==> src/rtl/i2c_rx_drain.sv <==
// rtl/i2c_rx_drain.sv - Wishbone poller/drainer of the i2c RX FIFO, arbitrated with the CPU port
// Optional bus watchdog: define I2C_DRAIN_TIMEOUT_EN.
module i2c_rx_drain #(
  parameter int         PKG_LEN  = 10,
  parameter int         POLL_DIV = 64,
  parameter logic [5:0] CTRL_ADR = 6'h00,
  parameter logic [5:0] RX_ADR   = 6'h0c
) (
  input  logic        CLK_I,
  input  logic        RST_I,
  input  logic        drain_en,
  input  logic        S_STB_I,
  input  logic        S_WE_I,
  input  logic [5:0]  S_ADR_I,
  input  logic [31:0] S_DAT_I,
  input  logic [3:0]  S_SEL_I,
  output logic        S_ACK_O,
  output logic [31:0] S_DAT_O,
  output logic        M_STB_O,
  output logic        M_WE_O,
  output logic [5:0]  M_ADR_O,
  output logic [31:0] M_DAT_O,
  output logic [3:0]  M_SEL_O,
  input  logic        M_ACK_I,
  input  logic [31:0] M_DAT_I,
  output logic        out_vld,
  output logic [31:0] out_dat,
  output logic        out_last,
  input  logic        out_rdy,
  output logic [15:0] pkt_cnt,
  output logic        busy,
  output logic        drain_err
);

  typedef enum logic [2:0] {IDLE, CPU, POLL, CHECK, READ, PUSH} state_e;

  state_e      state_q;
  logic        stb_q;
  logic [5:0]  adr_q;
  logic [8:0]  rx_cnt_q;
  logic [7:0]  word_q;
  logic [15:0] poll_cnt_q;
  logic [15:0] pkt_cnt_q;
  logic        out_vld_q;
  logic        out_last_q;
  logic [31:0] out_dat_q;
  logic        timeout;

`ifdef I2C_DRAIN_TIMEOUT_EN
  logic [7:0] wdog_q;
  logic       drain_err_q;

  assign timeout   = (wdog_q == 8'hff);
  assign drain_err = drain_err_q;

  // Count consecutive strobe cycles the slave leaves unanswered; the masked STB clears it.
  always_ff @(posedge CLK_I or posedge RST_I) begin
    if (RST_I)                    wdog_q <= '0;
    else if (M_STB_O && !M_ACK_I) wdog_q <= wdog_q + 8'd1;
    else                          wdog_q <= '0;
  end

  // Sticky record that a bus access was abandoned.
  always_ff @(posedge CLK_I or posedge RST_I) begin
    if (RST_I) drain_err_q <= 1'b0;
    else       drain_err_q <= drain_err_q | timeout;
  end
`else
  assign timeout   = 1'b0;
  assign drain_err = 1'b0;
`endif

  assign out_vld  = out_vld_q;
  assign out_dat  = out_dat_q;
  assign out_last = out_last_q;
  assign pkt_cnt  = pkt_cnt_q;
  assign busy     = (state_q != IDLE);

  // Bus mux: the CPU drives the slave directly while granted, else the registered read master.
  always_comb begin
    M_STB_O = stb_q & ~timeout;
    M_WE_O  = 1'b0;
    M_ADR_O = adr_q;
    M_DAT_O = '0;
    M_SEL_O = stb_q ? 4'hf : 4'h0;
    S_ACK_O = 1'b0;
    S_DAT_O = '0;
    if (state_q == CPU) begin
      M_STB_O = S_STB_I & ~timeout;
      M_WE_O  = S_WE_I;
      M_ADR_O = S_ADR_I;
      M_DAT_O = S_DAT_I;
      M_SEL_O = S_SEL_I;
      S_ACK_O = M_ACK_I | timeout;
      if (timeout)      S_DAT_O = 32'hdeaddead;
      else if (M_ACK_I) S_DAT_O = M_DAT_I;
    end
  end

  // Arbitration, CTRL polling and packet drain; a packet is never interrupted by the CPU.
  always_ff @(posedge CLK_I or posedge RST_I) begin
    if (RST_I) begin
      state_q    <= IDLE;
      stb_q      <= 1'b0;
      adr_q      <= '0;
      rx_cnt_q   <= '0;
      word_q     <= '0;
      poll_cnt_q <= '0;
      pkt_cnt_q  <= '0;
      out_vld_q  <= 1'b0;
      out_last_q <= 1'b0;
      out_dat_q  <= '0;
    end else begin
      case (state_q)
        IDLE: begin
          // A pending CPU access wins; a due poll keeps its counter value and fires afterwards.
          if (S_STB_I) begin
            state_q <= CPU;
          end else if (drain_en) begin
            if (poll_cnt_q == 16'(POLL_DIV - 1)) begin
              poll_cnt_q <= '0;
              stb_q      <= 1'b1;
              adr_q      <= CTRL_ADR;
              state_q    <= POLL;
            end else begin
              poll_cnt_q <= poll_cnt_q + 16'd1;
            end
          end
        end
        CPU: begin
          if (M_ACK_I || timeout) state_q <= IDLE;
        end
        POLL: begin
          if (timeout) begin
            stb_q   <= 1'b0;
            state_q <= IDLE;
          end else if (M_ACK_I) begin
            rx_cnt_q <= M_DAT_I[8:0];
            stb_q    <= 1'b0;
            state_q  <= CHECK;
          end
        end
        CHECK: begin
          if (rx_cnt_q >= 9'(PKG_LEN)) begin
            word_q  <= '0;
            stb_q   <= 1'b1;
            adr_q   <= RX_ADR;
            state_q <= READ;
          end else begin
            state_q <= IDLE;
          end
        end
        READ: begin
          if (timeout) begin
            stb_q      <= 1'b0;
            out_vld_q  <= 1'b0;
            out_last_q <= 1'b0;
            state_q    <= IDLE;
          end else if (M_ACK_I) begin
            out_dat_q  <= M_DAT_I;
            out_vld_q  <= 1'b1;
            out_last_q <= (word_q == 8'(PKG_LEN - 1));
            stb_q      <= 1'b0;
            state_q    <= PUSH;
          end
        end
        PUSH: begin
          if (out_rdy) begin
            out_vld_q  <= 1'b0;
            out_last_q <= 1'b0;
            if (out_last_q) begin
              pkt_cnt_q <= pkt_cnt_q + 16'd1;
              state_q   <= IDLE;
            end else begin
              word_q  <= word_q + 8'd1;
              stb_q   <= 1'b1;
              adr_q   <= RX_ADR;
              state_q <= READ;
            end
          end
        end
        default: state_q <= IDLE;
      endcase
    end
  end

endmodule

==> config.mk <==
export PLATFORM = sky130hd
export DESIGN_NAME = i2c_rx_drain
export DESIGN_NICKNAME = d
export VERILOG_FILES = /design/src/rtl/i2c_rx_drain.sv
export SDC_FILE = /design/constraint.sdc
export NUM_CORES = 1
export LEC_CHECK = 0
export CORE_UTILIZATION = 35
export CTS_BUF_LIST = sky130_fd_sc_hd__clkbuf_4 sky130_fd_sc_hd__clkbuf_8
export DETAILED_ROUTE_END_ITERATION = 7
export DONT_BUFFER_PORTS = 1
export PLACE_DENSITY = 0.51
export RECOVER_POWER = 25
export SYNTH_ARGS = -nofsm -noshare
export SYNTH_HDL_FRONTEND = slang
export SYNTH_SLANG_ARGS = --single-unit
==> constraint.sdc <==
create_clock -name CLK_I -period 8.1 [get_ports CLK_I]
set_input_delay 1.215 -clock CLK_I [delete_from_list [all_inputs] [get_ports CLK_I]]
set_output_delay 1.215 -clock CLK_I [all_outputs]
set_load 0.05 [all_outputs]
Yosys cells after proc, flatten, opt, wreduce, memory -nomap -nowiden --
Cells that the tools add are included.
Word-level totals: register bits after elaboration 93
Cells by class: magnitude comparators 1, eq/ne operators 19, multiplexer cells 44, $add $sub $neg 3, reduce and logical (&&, ||, !) cells 16, bitwise gates (word level) 1
Operator list (number):
- $mux 32 | 3
- $mux 6 | 7
- $add 16x1->16 const B | 2
- $mux 3 | 9
- $mux 8 | 3
- $ne 2x2->1 const B | 9
- $pmux 3 s6 | 1
- $pmux 6 s3 | 1
- $eq 16x6->1 const B | 1
- $mux 16 | 1
- $pmux 8 s2 | 1
- $mux 1 | 13
- $ge 9x4->1 const B | 1
- $reduce_and 3->1 | 3
- $add 8x1->8 const B | 1
- $eq 8x4->1 const B | 1
- $mux 4 | 2
- $reduce_and 8->1 | 1
- $reduce_and 7->1 | 1
- $eq 3x2->1 const B | 2
- $eq 3x3->1 const B | 2
- $ne 3x3->1 const B | 2
- $reduce_and 6->1 | 1
- $reduce_bool 3->1 | 2
- other kinds (11) | 14

Depth between registers and ports, before layout --
Gate-level depths: netlist of run 1.
depth in word-level cells 5, mapped depth 6, mapped depth without buffers 5

Least setup slack after synthesis of run 1 --
No wires, ideal clock.
path kind input -> output, from input M_ACK_I, to output S_DAT_O[18], path slack 4.750 ns, stages 3, required time 6.885 ns, data arrival time 2.135 ns, path through clkbuf_1 -> clkbuf_1 -> and3_1
On the way: longest elaborated chain between the ends 2
RTL lines:
- start: declaration | RTL line 24 | input logic M_ACK_I,
- $mux 32 | RTL line 96 | else if (M_ACK_I) S_DAT_O = M_DAT_I;
- $mux 32 | RTL line 88 | if (state_q == CPU) begin
- end: declaration | RTL line 18 | output logic [31:0] S_DAT_O,
No other way between the ends.

Worst setup path after layout of run 1 --
from register state_q[0], to output M_SEL_O[0]
On the way: longest elaborated chain between the ends 2
RTL lines:
- start: declaration | RTL line 37 | state_e state_q;
- start signal: assignment | RTL line 103 | state_q <= IDLE;
- start signal: assignment | RTL line 118 | state_q <= CPU;
- start signal: assignment | RTL line 124 | state_q <= POLL;
- $eq 3x1->1 | RTL line 88
- $mux 4 | RTL line 88
- end: declaration | RTL line 23 | output logic [3:0] M_SEL_O,
No other way between the ends.

==> results.md, run 1 <==
* Number of gates resized after CTS at 0
* Number of fill cells in the layout at 1226
* Placed cell area at 4610 um^2
* Critical register-to-register path startpoint: state_q[1]$_DFFE_PP0P_
* Clock tree from TritonCTS: built
* Diodes inserted at 0
* Die span in y at 115 um
* Achievable Freq at 0.286 GHz
* Total via count after detailed routing at 3090
* Final Setup Violations at 0
* Endpoint of the lowest-slack register-to-register path: poll_cnt_q[7]$_DFFE_PP0P_
* Placer Congestion at 0.807
* Area share of the largest cell type after synthesis at 48.7%
* Setup crit start kind: register
* Highest ir drop seen on vdd at 0.0857 mV
* Post-synthesis instance area at 4470 um^2
* Skew-Pair Late Insertion Delay at 0.36 ns
* Kind of end point of the critical path: output port
* Number of violations reported at the end of detailed-routing iteration 0 at 138
* Vias in the first global route at 2971
* Fraction of the yosys area taken by sequential cells at 48.7%
* Number of nets produced by synthesis at 512
* Pin count of the biggest net entering global routing at 88
* Hold Path Sink: poll_cnt_q[11]$_DFFE_PP0P_
* Max FO, Critical Path at 79
* Syn_area_per_cell at 10.5 um^2
* First-pass iteration count of the detailed router at 4
* Gate count of the mapped netlist at 427
* Total global-route track usage at 15.3%
* Hold-fix buffers, CTS at 0
* Cell at the root of the clock tree: clkbuf_8
* Site Rows at 40
* Total Wirelength at 9920 um
* Worst Setup Slack post-DPL at 5.01 ns
* Fin crit period at 3.50 ns
* Die Outline Area at 13200 um^2
* DR vias/cell at 5.25
* Fin worst setup slack at 4.60 ns
* Relative max-transition margin at 26.4%
* Total number of yosys warnings at 0
* PortBufs at 0
* Antenna Nets Post-Route at 0
* Flop and latch count out of synthesis at 87
* Number of different library cells in the post-synthesis netlist at 47
* Class of the tightest hold or removal check: reg2reg
* Final non-filler cell total at 589
* Number of antenna violations at the first check in global routing at 1
* Clk buf depth at 2
* Final period utilization at 43.2%
* Data required time of the worst path at 6.88 ns
* Setup slack on the worst flop-to-flop path at 5.71 ns
* Leakage at 2.36 nW
* Number of buffers created by CTS at 9
* Ordered cell list for the critical path: nor3b_2 -> buf_4 -> nor2_1 -> a21o_1
* Floorplan Core Area at 12200 um^2
* Outcome: finished, final reports clean
* Drc violations at 0
* Setup TNS at 0 ns
* Type of the setup path with the least slack: reg2out
* Slowest stage cell, crit path: dfrtp_1
* Boundary pin count at 210
* Layout cell share with drive strength beyond 1 at 16.6%
* Number of failing hold endpoints at the final stage at 0
* Leading cell types by total area after synthesis: dfrtp_1 49%, mux2_2 10%, and2_1 5.7%, and3_1 5.6%, xnor2_1 3.3%
* Path depth of the worst reg2reg path at 4
* H-Tree Level Count at 3
* Clk slew on worst S/H paths at 0.09 ns
* Horizontal die dimension at 115 um
* Wire length of the first global-routing pass at 15300 um
* Total power divided by cell area at 208 nW/um^2
* Setup repair after global routing missed its margin: false
* Sum of internal, switching and leakage power at 0.000999 W
* Half-perimeter wire length after placement at 7160 um
* Post-layout nets at 501
* WL per Instance at 16.8 um
* Pin slew with the least headroom to its limit at 1.10 ns
* Remaining global-route overflow at 0
* Area of all placed cells without fillers at 4810 um^2
* Setup skew after layout at 0.00991 ns
* Cell type with the highest aggregate area in the netlist: dfrtp_1
* Hold Startpoint: poll_cnt_q[11]$_DFFE_PP0P_
* Worst path max stage delay at 0.61 ns
* Data arrival time at the worst-slack endpoint at 2.28 ns
* Layout overhead on the synthesized area at 7.70%
* Clock sink count at 87
* Kind of cell adding the most delay to the critical path: flip-flops
* Placed instance count at 573
* Worst Hold Depth at 1
* Max Transition Viols Final at 0
* WP buf/inv at 1
* Starting utilization of the core area at 36.6%
* Max-capacitance violation count at 0
* Post-CTS Setup Repair Bufs at 0
==> Yosys cell counts (all sizes together) <==
cell type	number
a211o	1
a211oi	1
a21o	9
a21oi	5
a221o	1
a31oi	2
and2	41
and3	40
and4	1
and4b	1
buf	8
clkbuf	17
conb	1
dfrtp	87
ha	4
inv	8
mux2	41
mux2i	2
nand2	28
nand2b	5
nand3	18
nand3b	1
nand4	7
nand4b	1
nor2	23
nor2b	1
nor3	12
nor3b	1
nor4	6
nor4b	2
o21a	1
o21ai	6
o21bai	1
o22ai	1
o31ai	1
o41ai	1
or2	1
or3	2
or4	4
or4bb	1
xnor2	17
xor2	16
==> metal layers <==
layer,share of wire (%),up-vias,global-route usage (%)
li1,-,1453,-
met2,47,100,24.1
met3,6.3,7,5.96
met5,0.13,-,0
met4,0.90,2,4.16
met1,45,1528,19.5
==> cell usage in the layout (no fill, tap or decap), types with 7 or more instances in the layout <==
cell type	Yosys	final
dfrtp_1	87	87
mux2_2	41	41
and2_1	41	41
and3_1	40	40
nand2_1	28	28
nor2_1	23	23
nand3_1	18	18
xnor2_1	17	17
xor2_1	16	16
clkbuf_8	0	10
a21o_1	9	9
nor3_1	8	8
nand4_1	7	7
inv_1	8	7
==> worst max path at each step <==
stage	from	end	slack [ns]	depth (start not counted)
final	state_q[0]$_DFFE_PP0P_	M_SEL_O[0]	4.60	4
after global routing	state_q[0]$_DFFE_PP0P_	M_SEL_O[0]	4.36	4
after CTS	state_q[0]$_DFFE_PP0P_	M_SEL_O[0]	4.59	4
after detailed placement	state_q[0]$_DFFE_PP0P_	M_SEL_O[0]	5.01	4
after global placement	state_q[0]$_DFFE_PP0P_	M_SEL_O[1]	5.09	4
after floorplan	RST_I	adr_q[2]$_DFFE_PP0P_	4.63	1
==> through the flow <==
stage | hold WS (ns) | utilization [%]
global route | 0.516 | 39.4
detailed placement | 0.477 | 37.7
finish | 0.486 | 39.4
global placement | 0.473 | 37.7
CTS | 0.494 | 39.4
floorplan | 0.451 | -
==> cell type report <==
class / count / area [um^2] / area share (%)
Clock buffer: 10 / 138 / 2.86
Clock inverter: 6 / 67.6 / 1.40
Inverter: 8 / 31.3 / 0.650
Multi-Input combinational cell: 307 / 2170 / 45.0
Sequential cell: 87 / 2180 / 45.2
Tap cell: 168 / 210 / 4.37
Timing Repair Buffer: 3 / 22.5 / 0.468
==> logic make-up after synthesis <==
logic type      Yosys count  synth area share, %
compound gates           30                 4.76
xor+xnor                 33                 6.47
fa+ha+maj                 4                 1.12
buf+inv                  33                 3.05
flops                    87                 48.7
mux                      43                 10.8
other cells               1               0.0839
simple gates            196                 25.0
==> state kept, by name (all words and copies together), names as in the netlist <==
register    count
out_dat        32
pkt_cnt        16
poll_cnt_q     16
rx_cnt_q        8
word_q          8
state_q         3
adr_q           1
out_last        1
out_vld         1
stb_q           1
==> power by group <==
part           switching, W  internal (W)  leakage (nW)
clock              0.000160      0.000152        0.0989
combinational      0.000184     0.0000373          1.08
sequential        0.0000186      0.000448          1.18
Note: power is estimated with default switching activity, not from simulation.
==> run 2: changes to the inputs <==
--- a/config.mk
+++ b/config.mk
@@ -5,6 +5,7 @@
 export SDC_FILE = /design/constraint.sdc
 export NUM_CORES = 1
 export LEC_CHECK = 0
+export ABC_AREA = 1
 export CORE_UTILIZATION = 35
 export CTS_BUF_LIST = sky130_fd_sc_hd__clkbuf_4 sky130_fd_sc_hd__clkbuf_8
 export DETAILED_ROUTE_END_ITERATION = 7
==> constraint.sdc (replaced) <==
create_clock -name CLK_I -period 3.6 [get_ports CLK_I]
set_input_delay 0.54 -clock CLK_I [delete_from_list [all_inputs] [get_ports CLK_I]]
set_output_delay 0.54 -clock CLK_I [all_outputs]
set_load 0.05 [all_outputs]
==> results.md, run 2 <==
* Outcome: complete, but fails checks
* Violations in the final reports: max-capacitance violations, max-slew violations
* Number of gates resized after CTS at 0 (unchanged)
* Layout cell share with drive strength beyond 1 at 15.0% (-1.6 points)
* Leakage at 3.11 nW (+32%)
* Kind of end point of the critical path: output port
* Top library cells by usage in the layout, fill and taps aside: 158 x nand2_1, 111 x nor2_1, 107 x inv_1, 87 x dfrtp_1, 73 x buf_4
* Final period utilization at 73.3%
* Antenna Nets Post-Route at 0 (unchanged)
* Number of failing hold endpoints at the final stage at 0 (unchanged)
* Total via count after detailed routing at 4216 (+36%)
* PortBufs at 0 (unchanged)
* Clk slew on worst S/H paths at 0.10 ns (about the same)
* Ordered cell list for the critical path: inv_1 -> nand3_2 -> buf_4 -> nor2_1 -> inv_2 -> nor2_1 -> buf_4
* Number of buffers created by CTS at 9 (unchanged)
* Skew-Pair Late Insertion Delay at 0.38 ns (+0.02 ns)
* Total number of yosys warnings at 0 (unchanged)
* Remaining global-route overflow at 0 (unchanged)
* Fraction of power consumed by combinational cells at 40.9% (+19 points)
* Syn_area_per_cell at 7.28 um^2 (-30%)
* Fin crit period at 2.64 ns
* Area used by multi-input combinational logic at 2070 um^2 (-4.2%)
* Internal power summed over all cells at 0.00234 W (+270%)
* Vias in the first global route at 3812 (+28%)
* Clock sink count at 87 (unchanged)
* Area taken by flip-flops and latches at 2180 um^2 (unchanged)
* Highest ir drop seen on vdd at 0.473 mV (+450%)
* Gate count of the mapped netlist at 657 (+54%)
* Max FO, Critical Path at 24 (-70%)
* Fin worst setup slack at 0.962 ns (-3.64 ns)
* Commonest non-fill, non-tap cell in the layout: nand2_1
* Fraction of the yosys area taken by sequential cells at 45.5% (-3.2 points)
* Achievable Freq at 0.379 GHz
* Boundary pin count at 210 (unchanged)
* Switching part of the total power at 55.9% (+20 points)
* Placer Congestion at 0.801 (-0.64%)
* Max-capacitance violation count at 1 (+1)
* Area share of the largest cell type after synthesis at 45.5% (-3.2 points)
* Data required time of the worst path at 3.06 ns (-3.82 ns)
* Placed instance count at 887 (+55%)
* Setup repair after global routing missed its margin: false
* Leading cell types by total area after synthesis: dfrtp_1 46%, nand2_1 12%, nor2_1 8.7%, inv_1 8.5%, o21ai_0 5.9%
* WP buf/inv at 4 (+3)
* Starting utilization of the core area at 36.0% (-0.63 points)
* Drc violations at 0 (unchanged)
* Post-layout nets at 807 (+61%)
* Hold-fix buffers, CTS at 0 (unchanged)
* Post-synthesis instance area at 4780 um^2 (+7.0%)
* Power share of the clock group at 16.4% (-15 points)
* Pin slew with the least headroom to its limit at 2.61 ns (+1.51 ns)
* Class of the tightest hold or removal check: in2reg
* Flop and latch count out of synthesis at 87 (unchanged)
* Setup skew after layout at 0.0150 ns (+0.00508 ns)
* Largest register FFs at 32 (unchanged)
* Number of fill cells in the layout at 1371 (+12%)
* Ys async rst share at 100% (unchanged)
* Number of antenna violations at the first check in global routing at 0 (-1)
* Diodes inserted at 0 (unchanged)
* Floorplan Core Area at 13300 um^2 (+8.9%)
* Pin count of the biggest net entering global routing at 62 (-30%)
* Post-CTS Setup Repair Bufs at 0 (unchanged)
* DR vias/cell at 4.67 (-11%)
* Final non-filler cell total at 903 (+53%)
* Site Rows at 42 (+5.0%)
* Switch Pwr at 0.00296 W (+720%)
* Total Wirelength at 11600 um (+17%)
* Final Setup Violations at 0 (unchanged)
* Die span in y at 119 um (+3.4%)
* Data arrival time at the worst-slack endpoint at 2.10 ns (-0.18 ns)
* Half-perimeter wire length after placement at 8720 um (+22%)
* Cell at the root of the clock tree: clkbuf_8
* Setup crit start kind: register
* Die Outline Area at 14100 um^2 (+6.9%)
* Setup TNS at 0 ns (unchanged)
* Clk buf depth at 2 (unchanged)
* Total global-route track usage at 16.8% (+1.5 points)
* Wire length of the first global-routing pass at 18900 um (+24%)
* Most instantiated flip-flop cell in the synthesis netlist: dfrtp_1
* Layout overhead on the synthesized area at 19.3%
* Worst Setup Slack post-DPL at 1.38 ns (-3.63 ns)
* H-Tree Level Count at 3 (unchanged)
* Number of nets produced by synthesis at 742 (+45%)
* Number of different library cells in the post-synthesis netlist at 31 (-34%)
* Cell type with the highest aggregate area in the netlist: dfrtp_1
* Max Transition Viols Final at 62 (+62)
* Clock tree from TritonCTS: built
* First-pass iteration count of the detailed router at 4 (unchanged)
* Horizontal die dimension at 119 um (+3.4%)
* Count of flip-flops with a built-in enable after synthesis at 0 (unchanged)
* Sequential group share of total power at 42.7% (-4.0 points)
* Kind of cell adding the most delay to the critical path: buffers and inverters
* Type of the setup path with the least slack: reg2out
* Dominant cell by count in the synthesized netlist: nand2_1
* Total power divided by cell area at 929 nW/um^2 (+350%)
* Number of violations reported at the end of detailed-routing iteration 0 at 214 (+55%)
* WL per Instance at 12.9 um (-24%)
* Slowest stage cell, crit path: dfrtp_1
* Commonest cells in the synthesized netlist: 158 x nand2_1, 111 x nor2_1, 108 x inv_1, 87 x dfrtp_1, 56 x o21ai_0
* Relative max-transition margin at -75.2% (-100 points)
* Worst path max stage delay at 0.42 ns (-0.19 ns)
==> run 2: stage by stage <==
stage | cell area, um^2 | hold slack (ns) | power, W | util (%)
floorplan | 4780 | 0.442 | 0.00393 | -
global placement | 5450 | 0.466 | 0.00443 | 41.0
detailed placement | 5450 | 0.465 | 0.00447 | 41.0
CTS | 5710 | 0.260 | 0.00535 | 42.9
global route | 5700 | 0.258 | 0.00563 | 42.9
finish | 5700 | 0.276 | 0.00530 | 42.9
==> run 2: cell type report <==
class	instances	area share, %
multi-input combinational	437	36.4
timing repair buffer	74	9.70
sequential	87	38.2
clock inverter	6	2.04
inverter	113	7.46
clock buffer	10	2.41
tap	176	3.86
==> run 2: worst reg2reg max path: cells and delay by family, from the launching register on <==
family | cells | cell delay (ns)
flip-flops | 1 | 0.49
AND/OR/NAND/NOR | 6 | 1.63
==> run 2: worst paths after layout <==
kind / from / end / slack [ns] / cells after the start
max in group asynchronous: RST_I / word_q[1]$_DFFE_PP0P_ / 1.25 / 2
setup / recovery: state_q[1]$_DFFE_PP0P_ / S_DAT_O[29] / 0.96 / 7
hold reg to reg: rx_cnt_q[7]$_DFFE_PP0P_ / rx_cnt_q[7]$_DFFE_PP0P_ / 0.49 / 2
setup reg to reg: state_q[0]$_DFFE_PP0P_ / poll_cnt_q[11]$_DFFE_PP0P_ / 1.35 / 6
hold / removal: M_DAT_I[11] / out_dat[11]$_DFFE_PP0P_ / 0.28 / 2
min in group asynchronous: RST_I / poll_cnt_q[12]$_DFFE_PP0P_ / 0.76 / 1
==> run 2: logic make-up after synthesis <==
kind of cell / after synthesis / share of synthesized area (%)
adders and majority gates: 4 / 1.05
AOI/OAI and AO/OA: 69 / 7.43
buffers and inverters: 133 / 11.2
and+or+nand+nor: 342 / 30.9
xor gates and xnor gates: 21 / 3.85
other: 1 / 0.0784
DFF: 87 / 45.5
==> run 2: routing by layer <==
metal | vias up | GRT usage (%) | wire [um]
met3 | 11 | 5.75 | 892
met5 | - | 0 | 0
met4 | 0 | 5.70 | 145
met2 | 146 | 26.4 | 5430
li1 | 2136 | - | -
met1 | 1923 | 21.5 | 5160
==> run 2: power groups by stage <==
stage,Combinational [W],Sequential [W],Clock [W]
2_1_floorplan,0.00174,0.00219,0
3_5_place_dp,0.00219,0.00228,0
5_1_grt,0.00238,0.00232,0.000933
6_report,0.00217,0.00226,0.000869
4_1_cts,0.00219,0.00227,0.000890
3_3_place_gp,0.00215,0.00228,0
==> run 3: changes to the inputs <==
--- a/config.mk
+++ b/config.mk
@@ -5,12 +5,12 @@
 export SDC_FILE = /design/constraint.sdc
 export NUM_CORES = 1
 export LEC_CHECK = 0
-export ABC_AREA = 1
+export ABC_AREA = 0
 export CORE_UTILIZATION = 35
 export CTS_BUF_LIST = sky130_fd_sc_hd__clkbuf_4 sky130_fd_sc_hd__clkbuf_8
 export DETAILED_ROUTE_END_ITERATION = 7
 export DONT_BUFFER_PORTS = 1
-export PLACE_DENSITY = 0.51
+export PLACE_DENSITY = 0.53
 export RECOVER_POWER = 25
 export SYNTH_ARGS = -nofsm -noshare
 export SYNTH_HDL_FRONTEND = slang
==> constraint.sdc (replaced) <==
create_clock -name CLK_I -period 2.2 [get_ports CLK_I]
set_input_delay 0.33 -clock CLK_I [delete_from_list [all_inputs] [get_ports CLK_I]]
set_output_delay 0.33 -clock CLK_I [all_outputs]
set_load 0.05 [all_outputs]
==> results.md, run 3 (same netlist as run 1, synthesis figures left out) <==
* Outcome: finished, final reports clean
* Clk buf depth at 2 (unchanged)
* Layout overhead on the synthesized area at 47.0%
* Placed instance count at 672 (-24%)
* Pin slew with the least headroom to its limit at 0.868 ns (-1.75 ns)
* Max-capacitance violation count at 0 (-1)
* Data required time of the worst path at 1.87 ns (-1.19 ns)
* Total power divided by cell area at 656 nW/um^2 (-29%)
* H-Tree Level Count at 3 (unchanged)
* DR vias/cell at 5.07 (+8.7%)
* WL per Instance at 18.0 um (+40%)
* Highest ir drop seen on vdd at 0.338 mV (-29%)
* Commonest non-fill, non-tap cell in the layout: dfrtp_1
* Fin crit period at 2.07 ns
* Slowest stage cell, crit path: dfrtp_2
* Die span in y at 115 um (-3.3%)
* Die Outline Area at 13200 um^2 (-6.4%)
* Total global-route track usage at 19.1% (+2.3 points)
* First-pass iteration count of the detailed router at 4 (unchanged)
* Clk slew on worst S/H paths at 0.09 ns (about the same)
* Floorplan Core Area at 12200 um^2 (-8.2%)
* Max FO, Critical Path at 20 (-17%)
* Setup TNS at 0 ns (unchanged)
* Diodes inserted at 0 (unchanged)
* Starting utilization of the core area at 36.6% (+0.63 points)
* Achievable Freq at 0.482 GHz
* Data arrival time at the worst-slack endpoint at 1.74 ns (-0.36 ns)
* Critical path's most frequent cell: buf_12
* Boundary pin count at 210 (unchanged)
* Cell at the root of the clock tree: clkbuf_8
* Max Transition Viols Final at 0 (-100%)
* Area of all placed cells without fillers at 6570 um^2 (+15%)
* Kind of end point of the critical path: output port
* Drc violations at 0 (unchanged)
* Post-layout nets at 608 (-25%)
* Wire length of the first global-routing pass at 19300 um (+1.9%)
* Placed cell area at 6270 um^2 (+15%)
* Total Wirelength at 12500 um (+7.2%)
* Worst path max stage delay at 0.44 ns (+0.02 ns)
* Type of the setup path with the least slack: reg2out
* Ordered cell list for the critical path: nor3b_4 -> buf_6 -> buf_12 -> nand2b_1 -> nand2_1 -> buf_12
* Setup repair after global routing missed its margin: false
* WP buf/inv at 3 (-1)
* Top library cells by usage in the layout, fill and taps aside: 85 x dfrtp_1, 73 x buf_12, 41 x mux2_2, 40 x and3_1, 38 x and2_1
* Number of antenna violations at the first check in global routing at 0 (unchanged)
* Clock sink count at 87 (unchanged)
* Half-perimeter wire length after placement at 9040 um (+3.8%)
* Site Rows at 40 (-4.8%)
* Layout cell share with drive strength beyond 1 at 34.2% (+19 points)
* Total via count after detailed routing at 3521 (-16%)
* Final Setup Violations at 0 (unchanged)
* Placer Congestion at 0.814 (+1.5%)
* Largest register FFs at 32 (unchanged)
* Number of buffers created by CTS at 9 (unchanged)
* Number of fill cells in the layout at 1079 (-21%)
* Horizontal die dimension at 115 um (-3.3%)
* Number of violations reported at the end of detailed-routing iteration 0 at 110 (-49%)
* Skew-Pair Late Insertion Delay at 0.36 ns (-0.02 ns)
* Vias in the first global route at 3509 (-7.9%)
* Final period utilization at 94.3%
* Clock tree from TritonCTS: built
* PortBufs at 0 (unchanged)
* Kind of cell adding the most delay to the critical path: simple AND/OR/NAND/NOR gates
* Pin count of the biggest net entering global routing at 71 (+15%)
* Leakage at 3.18 nW (+2.1%)
* Number of failing hold endpoints at the final stage at 0 (unchanged)
* Setup crit start kind: register
* Setup skew after layout at 0.0107 ns (-0.00432 ns)
* Relative max-transition margin at 41.8% (+120 points)
* Antenna Nets Post-Route at 0 (unchanged)
* Final non-filler cell total at 694 (-23%)
* Class of the tightest hold or removal check: in2reg
* Remaining global-route overflow at 0 (unchanged)
-- run 3: cell types whose count changed in the layout (fill, tap and decap cells not counted), moves of 41 or more --
cell,before,now
nand2_1,158,28
inv_1,107,7
nor2_1,111,22
buf_12,0,73
o21ai_0,55,4
mux2_2,0,41
-- run 3: repair_timing --
item	in CTS	in global routing
endpoints found under the setup margin	77	77
gates resized for setup	2	7
hold buffers	1	0
setup buffers	3	2
pin swaps	1	0
endpoints found under the hold margin	17	0
cloned	1	1
-- run 3: power breakdown --
part	switching, W	leakage (nW)	internal [W]	total [W]
registers	0.0000531	1.18	0.00165	0.00170
logic	0.000851	1.91	0.000685	0.00154
clock network	0.000546	0.0954	0.000523	0.00107
total	0.00145	3.18	0.00286	0.00431
-- run 3: cell type report --
| cell class | instances | area (um^2) | area share [%] |
|---|---|---|---|
| tap | 168 | 210 | 3.20 |
| timing repair buffer | 110 | 1780 | 27.2 |
| inverter | 8 | 31.3 | 0.476 |
| multi-input combinational | 307 | 2180 | 33.2 |
| clock inverter | 4 | 48.8 | 0.743 |
| clock buffer | 10 | 131 | 2.00 |
| sequential | 87 | 2180 | 33.2 |
-- run 3: path summary, 6_finish.rpt --
| path | cells past startpoint | start | slack (ns) | endpoint |
|---|---|---|---|---|
| hold reg to reg | 1 | poll_cnt_q[8]$_DFFE_PP0P_ | 0.49 | poll_cnt_q[8]$_DFFE_PP0P_ |
| min in group asynchronous | 2 | RST_I | 0.56 | pkt_cnt[15]$_DFFE_PP0P_ |
| setup reg to reg | 4 | poll_cnt_q[10]$_DFFE_PP0P_ | 0.13 | stb_q$_DFFE_PP0P_ |
| hold / removal | 1 | M_DAT_I[3] | 0.11 | out_dat[3]$_DFFE_PP0P_ |
| setup / recovery | 6 | state_q[2]$_DFFE_PP0P_ | 0.13 | M_ADR_O[2] |
| max in group asynchronous | 3 | RST_I | 0.80 | state_q[1]$_DFFE_PP0P_ |
-- run 3: per-stage QoR --
step | power, W | worst slack [ns] | hold WS (ns) | utilization (%)
detailed placement | 0.00321 | 0.155 | 0.230 | 51.3
global placement | 0.00320 | 0.235 | 0.231 | 51.3
global route | 0.00448 | 0.00191 | 0.0818 | 53.8
floorplan | 0.00251 | 0.113 | 0.451 | -
finish | 0.00431 | 0.126 | 0.109 | 53.8
CTS | 0.00434 | 0.00332 | 0.0845 | 53.4
-- run 3: metal layers --
layer | vias up | wire length, um | global-route usage [%]
met5 | - | 0 | 0
met3 | 11 | 725 | 5.96
met4 | 0 | 129 | 4.94
met1 | 1733 | 5050 | 22.6
li1 | 1665 | - | -
met2 | 112 | 6570 | 33.5
